$ cat config.mk
export PLATFORM = sky130hd
export DESIGN_NAME = fetch_unit
export DESIGN_NICKNAME = d
export VERILOG_FILES = /design/src/rtl/fetch_unit.sv
export SDC_FILE = /design/constraint.sdc
export NUM_CORES = 1
export LEC_CHECK = 0
export CAP_MARGIN = 5
export CORE_ASPECT_RATIO = 0.75
export CORE_MARGIN = 2
export CORE_UTILIZATION = 45
export DETAILED_ROUTE_END_ITERATION = 16
export PLACE_DENSITY = 0.83
export RECOVER_POWER = 25
export SLEW_MARGIN = 40
export SYNTH_ARGS = -nofsm -noshare
export SYNTH_HDL_FRONTEND = slang
export SYNTH_SLANG_ARGS = --single-unit
$ cat constraint.sdc
create_clock -name clk -period 4.6 [get_ports clk]
set_clock_uncertainty 0.2 [all_clocks]
set_input_delay 0.92 -clock clk [delete_from_list [all_inputs] [get_ports clk]]
set_output_delay 0.92 -clock clk [all_outputs]
set_load 0.005 [all_outputs]
$ cat src/rtl/fetch_unit.sv
// Fetch unit: requests one instruction word at pc, holds it for decode, then steps pc (sequential/branch/jump).
// Latency: 1 cycle IDLE after reset; fetch completes in the cycle imem_ready is seen; 2 cycles per instruction at best.
// Backpressure: waits in FETCH for imem_ready, holds VALID until instr_ack. Optional counters: FETCH_PERF_CNT_EN.
module fetch_unit #(
    parameter logic [31:0] RESET_PC = 32'h0000_0000
) (
    input  logic        clk,
    input  logic        reset_n,
    output logic        imem_req,
    output logic [31:0] imem_addr,
    input  logic        imem_ready,
    input  logic [31:0] imem_rdata,
    output logic [31:0] instr,
    output logic [5:0]  op,
    output logic [5:0]  funct,
    output logic        instr_valid,
    input  logic        instr_ack,
    input  logic [1:0]  branch,
    input  logic        zero,
    input  logic        jump,
    output logic [31:0] pc,
`ifdef FETCH_PERF_CNT_EN
    output logic [31:0] perf_fetched,
    output logic [31:0] perf_stall,
`endif
    output logic [31:0] pcplus4
);

    typedef enum logic [1:0] {
        IDLE  = 2'd0,
        FETCH = 2'd1,
        VALID = 2'd2
    } state_t;

    state_t      r_state;
    state_t      w_state_nxt;
    logic [31:0] r_pc;
    logic [31:0] r_instr;
    logic        w_load_instr;
    logic        w_load_pc;
    logic        w_taken;
    logic [31:0] w_pcplus4;
    logic [31:0] w_br_off;
    logic [31:0] w_pc_nxt;

    assign w_pcplus4 = r_pc + 32'd4;
    assign w_taken   = branch[1] & (zero ^ branch[0]);
    assign w_br_off  = {{14{r_instr[15]}}, r_instr[15:0], 2'b00};

    // Jump outranks a taken branch when the decoder raises both.
    always_comb begin
        w_pc_nxt = w_pcplus4;
        if (jump) begin
            w_pc_nxt = {w_pcplus4[31:28], r_instr[25:0], 2'b00};
        end else if (w_taken) begin
            w_pc_nxt = w_pcplus4 + w_br_off;
        end
    end

    always_comb begin
        w_state_nxt  = r_state;
        w_load_instr = 1'b0;
        w_load_pc    = 1'b0;
        case (r_state)
            IDLE: begin
                w_state_nxt = FETCH;
            end
            FETCH: begin
                if (imem_ready) begin
                    w_load_instr = 1'b1;
                    w_state_nxt  = VALID;
                end
            end
            VALID: begin
                if (instr_ack) begin
                    w_load_pc   = 1'b1;
                    w_state_nxt = FETCH;
                end
            end
            default: begin
                w_state_nxt = IDLE;
            end
        endcase
    end

    always_ff @(posedge clk or negedge reset_n) begin
        if (!reset_n) begin
            r_state <= IDLE;
            r_pc    <= RESET_PC;
            r_instr <= 32'd0;
        end else begin
            r_state <= w_state_nxt;
            if (w_load_instr) begin
                r_instr <= imem_rdata;
            end
            if (w_load_pc) begin
                r_pc <= w_pc_nxt;
            end
        end
    end

`ifdef FETCH_PERF_CNT_EN
    logic [31:0] r_perf_fetched;
    logic [31:0] r_perf_stall;

    always_ff @(posedge clk or negedge reset_n) begin
        if (!reset_n) begin
            r_perf_fetched <= 32'd0;
            r_perf_stall   <= 32'd0;
        end else begin
            if (w_load_pc) begin
                r_perf_fetched <= r_perf_fetched + 32'd1;
            end
            if (r_state == FETCH && !imem_ready) begin
                r_perf_stall <= r_perf_stall + 32'd1;
            end
        end
    end

    assign perf_fetched = r_perf_fetched;
    assign perf_stall   = r_perf_stall;
`endif

    // Outputs decode straight from state so reset drops them without waiting for an edge.
    assign imem_req    = (r_state == FETCH);
    assign instr_valid = (r_state == VALID);
    assign imem_addr   = r_pc;
    assign pc          = r_pc;
    assign pcplus4     = w_pcplus4;
    assign instr       = r_instr;
    assign op          = r_instr[31:26];
    assign funct       = r_instr[5:0];

endmodule
Yosys cells after proc, flatten, opt, wreduce, memory -nomap -nowiden
Cells that the tools add are included.
{"block": "word_totals", "ff_bits": 66, "in_bits": 40, "output_inout_bits": 142, "elab_cells": 22}
{"block": "classes", "add_sub_neg": 2, "eq_ne": 4, "n_mux": 9, "n_bitwise": 2, "n_reduce_logical": 2}
{"op": "32-bit two-way mux", "n": 2}
{"op": "32-bit by 3-bit adder with 32-bit output, second input constant", "n": 1}
{"op": "32-bit adder", "n": 1}
{"op": "2-bit case mux with 3 select lines", "n": 1}
{"op": "1-bit two-way mux", "n": 4}
{"op": "2-bit two-way mux", "n": 2}
{"op": "2-bit by 1-bit != test with 1-bit output, second input constant", "n": 2}
{"op": "2-bit by 1-bit equality test with 1-bit output, second input constant", "n": 1}
{"op": "2-bit equality test, second input constant", "n": 1}
{"op": "2-bit logical NOT", "n": 1}
{"op": "2-bit AND reduction", "n": 1}
{"op": "1-bit AND", "n": 1}
{"op": "1-bit bitwise XOR", "n": 1}

Depth between registers and ports, before layout
{"block": "logic_depth", "ltp_word": 4, "depth_mapped": 16, "ltp_nobuf": 15}

Worst setup path before layout
Ideal clock, no wire load.
{"block": "synth_timing", "path_kind": "register to register", "startpoint": "register r_pc[2] (netlist: imem_addr[2])", "endpoint": "register r_pc[31] (netlist: imem_addr[31])", "setup_ns": 0.092, "t_arrival_ns": 3.511, "required_ns": 4.308, "slack_ns": 0.797, "stages_incl_launch_ff": 17, "n_path_buf": 1, "period_less_slack_ns": 3.803, "path_cell_list": "dfrtp_1 > ha_1 > nand2_1 > nor4_4 > nand4_1 > nor2_1 > xor2_1 > ha_1 > clkbuf_1 > a21o_1 > a211oi_1 > nor2_1 > a21oi_1 > a21oi_1 > or3_1 > and4_1 > o31ai_2"}
{"block": "synth_between", "elab_chain_len": 4}
{"item": "start, declared", "line_no": "37", "text": "logic [31:0] r_pc;"}
{"item": "start signal, assigned", "line_no": "97", "text": "r_pc <= w_pc_nxt;"}
{"item": "32-bit by 3-bit adder with 32-bit output", "line_no": "46", "text": "assign w_pcplus4 = r_pc + 32'd4;"}
{"item": "via pcplus4[24]", "line_no": "26", "text": "output logic [31:0] pcplus4"}
{"item": "32-bit adder", "line_no": "56", "text": "w_pc_nxt = w_pcplus4 + w_br_off;"}
{"item": "32-bit two-way mux", "line_no": "55", "text": "end else if (w_taken) begin"}
{"item": "32-bit two-way mux", "line_no": "53", "text": "if (jump) begin"}
The timed path passes the listed nets, and every way through them passes these cells.
A chain may end at the register's enable or synchronous reset.

Final worst setup path
{"block": "layout_timing", "startpoint": "register r_pc[2] (netlist: imem_addr[2])", "endpoint": "register r_pc[31] (netlist: imem_addr[31])"}
{"block": "layout_between", "elab_chain_len": 4}
{"item": "32-bit by 3-bit adder with 32-bit output *", "line_no": "46"}
{"item": "32-bit adder", "line_no": "56"}
{"item": "32-bit two-way mux", "line_no": "55"}
{"item": "32-bit two-way mux *", "line_no": "53"}
Mark *: on every way between the ends. The rest lies on a longest branch, timed or not.

==> metrics <==
Core Area roughly 0.012 sq mm; outcome finished, violations left; WHS Endpoint r_state[0]; asr flop ratio synth 1.00; Finished Layout Cells 923; most common cell in the synthesized netlist nand2_1; initial antenna violation count 0; register area between 0.0015 and 0.002 sq mm; Worst Path Max Fanout 8; worst slew pin tran around 2.3 ns; failing checks capacitance limit, slew limit; VDD IR max roughly 0.00040 V; DRC 0; Die Y-Extent approximately 100 microns; R2R setup slack between 0.2 and 0.25 ns; Top FF cell, synth dfrtp_1; Die Footprint between 0.01 and 0.015 sq mm; Gate Count Post-Synth about 630; layout cell share with drive strength beyond 1 0.0986; Area Growth Syn to Fin 34.3%; Tcrit/Tclk final 0.946; FF+latch count, synth 64; WL per Instance around 19 microns; pin count of the biggest net entering global routing between 40 and 50; setup ws final between 0.2 and 0.25 ns; Worst-path clk slew about 0.060 ns; Placed Cells incl. Taps 906; P per Cell Area between 800 and 900 mW/mm^2; routability cong. 0.948; clock buffer depth 2; Hold Crit Start r_state[1]; footprint of the multi-input gates about 0.0034 sq mm; WS Path Type reg -> reg; Fillers between 900 and 1k; iteration-0 DRC count of the detailed router between 600 and 700; CTS buffer count 9; fin util 0.629; Post-synth EDFFs 0; 1st-pass router iterations 5; gr usage total 0.268; clk root buf clkbuf_16; Setup crit end kind flip-flop; Yosys cell types 67; share of the synthesized area in the top cell type 0.290; row cnt 34; Via density 5.88; count of final setup violators 0; Fin. Hold Viols 0; clk_lat worst skew between 0.3 and 0.4 ns; critical path arrival between 4 and 5 ns; worst hold path type reg -> reg; Clock Sink Count 64; GR Overflow Total 0; hold path depth 1; max_cap viols 1; register area share after synthesis 0.290; TritonCTS clock tree built; ANT nets after route 0; capturing point of the worst reg2reg path imem_addr[31]; Cell Area, Synth between 0.005 and 0.006 sq mm; Worst Setup Start Kind flip-flop; # diodes 0; hold slack around 0.31 ns; Max Freq 230 MHz; Nets 833; post-synth top area cell dfrtp_1; Synth top cells by count nand2_1 (68), dfrtp_1 (64), buf_4 (48); Initial Util 0.468; vias in the first global route approximately 5.3k; FF-to-FF path depth 15; min Tclk post-route 4.35 ns; via count between 5k and 6k; setup_tns 0 ns; Die W 132 microns; Pleak roughly 0.0030 uW; first-pass GRT wire length 28200 microns; RSZ-0062 raised after global routing false; reg2reg start imem_addr[2]; Setup Fix Bufs, Post-CTS 0; IO buf count around 180; Area contributors post-synth dfrtp_1 (29%), ha_1 (8.2%), buf_4 (6.5%); Ports 182; YS warnings 0; final slew viol count a little over 40; final WL approximately 18000 microns; CP Data Required Time approximately 4.6 ns; Slew Limit Headroom -0.541; mean post-synth cell area a little under 9 sq um; H-tree level count 3; dpl ws around 0.32 ns; DP Wirelength 13300 microns
-- cells by family (layout without fill, tap and decap cells) --
logic type,after synthesis,after routing,synth area share
AOI/OAI and AO/OA,173,173,0.207
DFF,64,64,0.290
other,1,6,0.000679
and+or+nand+nor,185,185,0.172
buffers and inverters,85,210,0.0911
adders and majority gates,37,37,0.0852
xor gates and xnor gates,48,48,0.0775
muxes,38,38,0.0762
-- registers in the layout (all words and copies together), names as in the netlist --
| name | cells |
|---|---|
| instr | 32 |
| r_state | 2 |
| imem_addr | 30 |
-- stage by stage --
step           total power, uW  area [sq um]
3_3_place_gp              5420          7080
5_1_grt                   6860          7410
6_report                  6470          7410
3_5_place_dp              5540          7080
2_1_floorplan             3860          5540
4_1_cts                   6380          7410
-- final cells by class --
cell class | count | area share
sequential | 64 | 0.216
clock inverter | 7 | 0.0138
multi-input combinational | 487 | 0.464
timing repair buffer | 183 | 0.243
clock buffer | 9 | 0.0304
inverter | 11 | 0.00557
tap | 162 | 0.0274
-- cells in the final DEF (no fill, tap or decap), types with 8 or more instances in the layout --
| master | Yosys | layout |
|---|---|---|
| clkdlybuf4s50_1 | 0 | 172 |
| nand2_1 | 68 | 68 |
| dfrtp_1 | 64 | 64 |
| a21oi_1 | 46 | 46 |
| o21ai_0 | 44 | 44 |
| nor2_1 | 42 | 42 |
| ha_1 | 36 | 36 |
| xnor2_1 | 32 | 32 |
| mux2_2 | 32 | 32 |
| nand3_1 | 16 | 16 |
| xor2_1 | 15 | 15 |
| nand4_1 | 13 | 13 |
| a211oi_1 | 12 | 12 |
| inv_1 | 11 | 10 |
| a21o_1 | 9 | 9 |
| clkbuf_16 | 0 | 9 |
| and3_1 | 8 | 8 |
-- worst max-delay path by stage --
stage                       startpoint       endpoint  slack, ns
after CTS                 imem_addr[2]    pcplus4[30]       0.29
after detailed placement  imem_addr[2]  imem_addr[31]       0.32
after global placement    imem_addr[2]  imem_addr[31]       0.63
after floorplan           imem_addr[2]  imem_addr[31]       0.80
final                     imem_addr[2]  imem_addr[31]       0.25
after global routing      imem_addr[2]  imem_addr[31]       0.04
-- critical path, stage by stage (launching register included) --
cell	delay (ns)
dfrtp_1	0.48
ha_1	0.27
nand2_1	0.13
nor4_4	0.45
nand4_1	0.21
nor2_1	0.17
xor2_1	0.31
ha_1	0.40
a21o_1	0.23
a211oi_1	0.25
nor2_1	0.07
a21oi_1	0.22
a21oi_1	0.11
or3_1	0.33
and4_1	0.22
o31ai_2	0.19
-- report_power, final --
part | internal (uW) | total [uW] | switching [uW]
combinational | 2230 | 4400 | 2170
clock | 480 | 766 | 286
sequential | 832 | 1300 | 472
-- per-layer routing --
layer | up-vias | wire, microns | global-route usage | share of wire
li1 | 2487 | - | - | -
met2 | 352 | 7860 | 0.417 | 0.44
met3 | 37 | 2220 | 0.0843 | 0.12
met1 | 2553 | 7400 | 0.363 | 0.42
met4 | 0 | 334 | 0.0727 | 0.019
met5 | - | 0 | 0 | 0
-- timing repair --
item	4_1_cts	5_1_grt
hold buffers	0	0
endpoints found under the setup margin	0	1
gates resized for setup	0	1
Power figures use the tool's default switching activity.
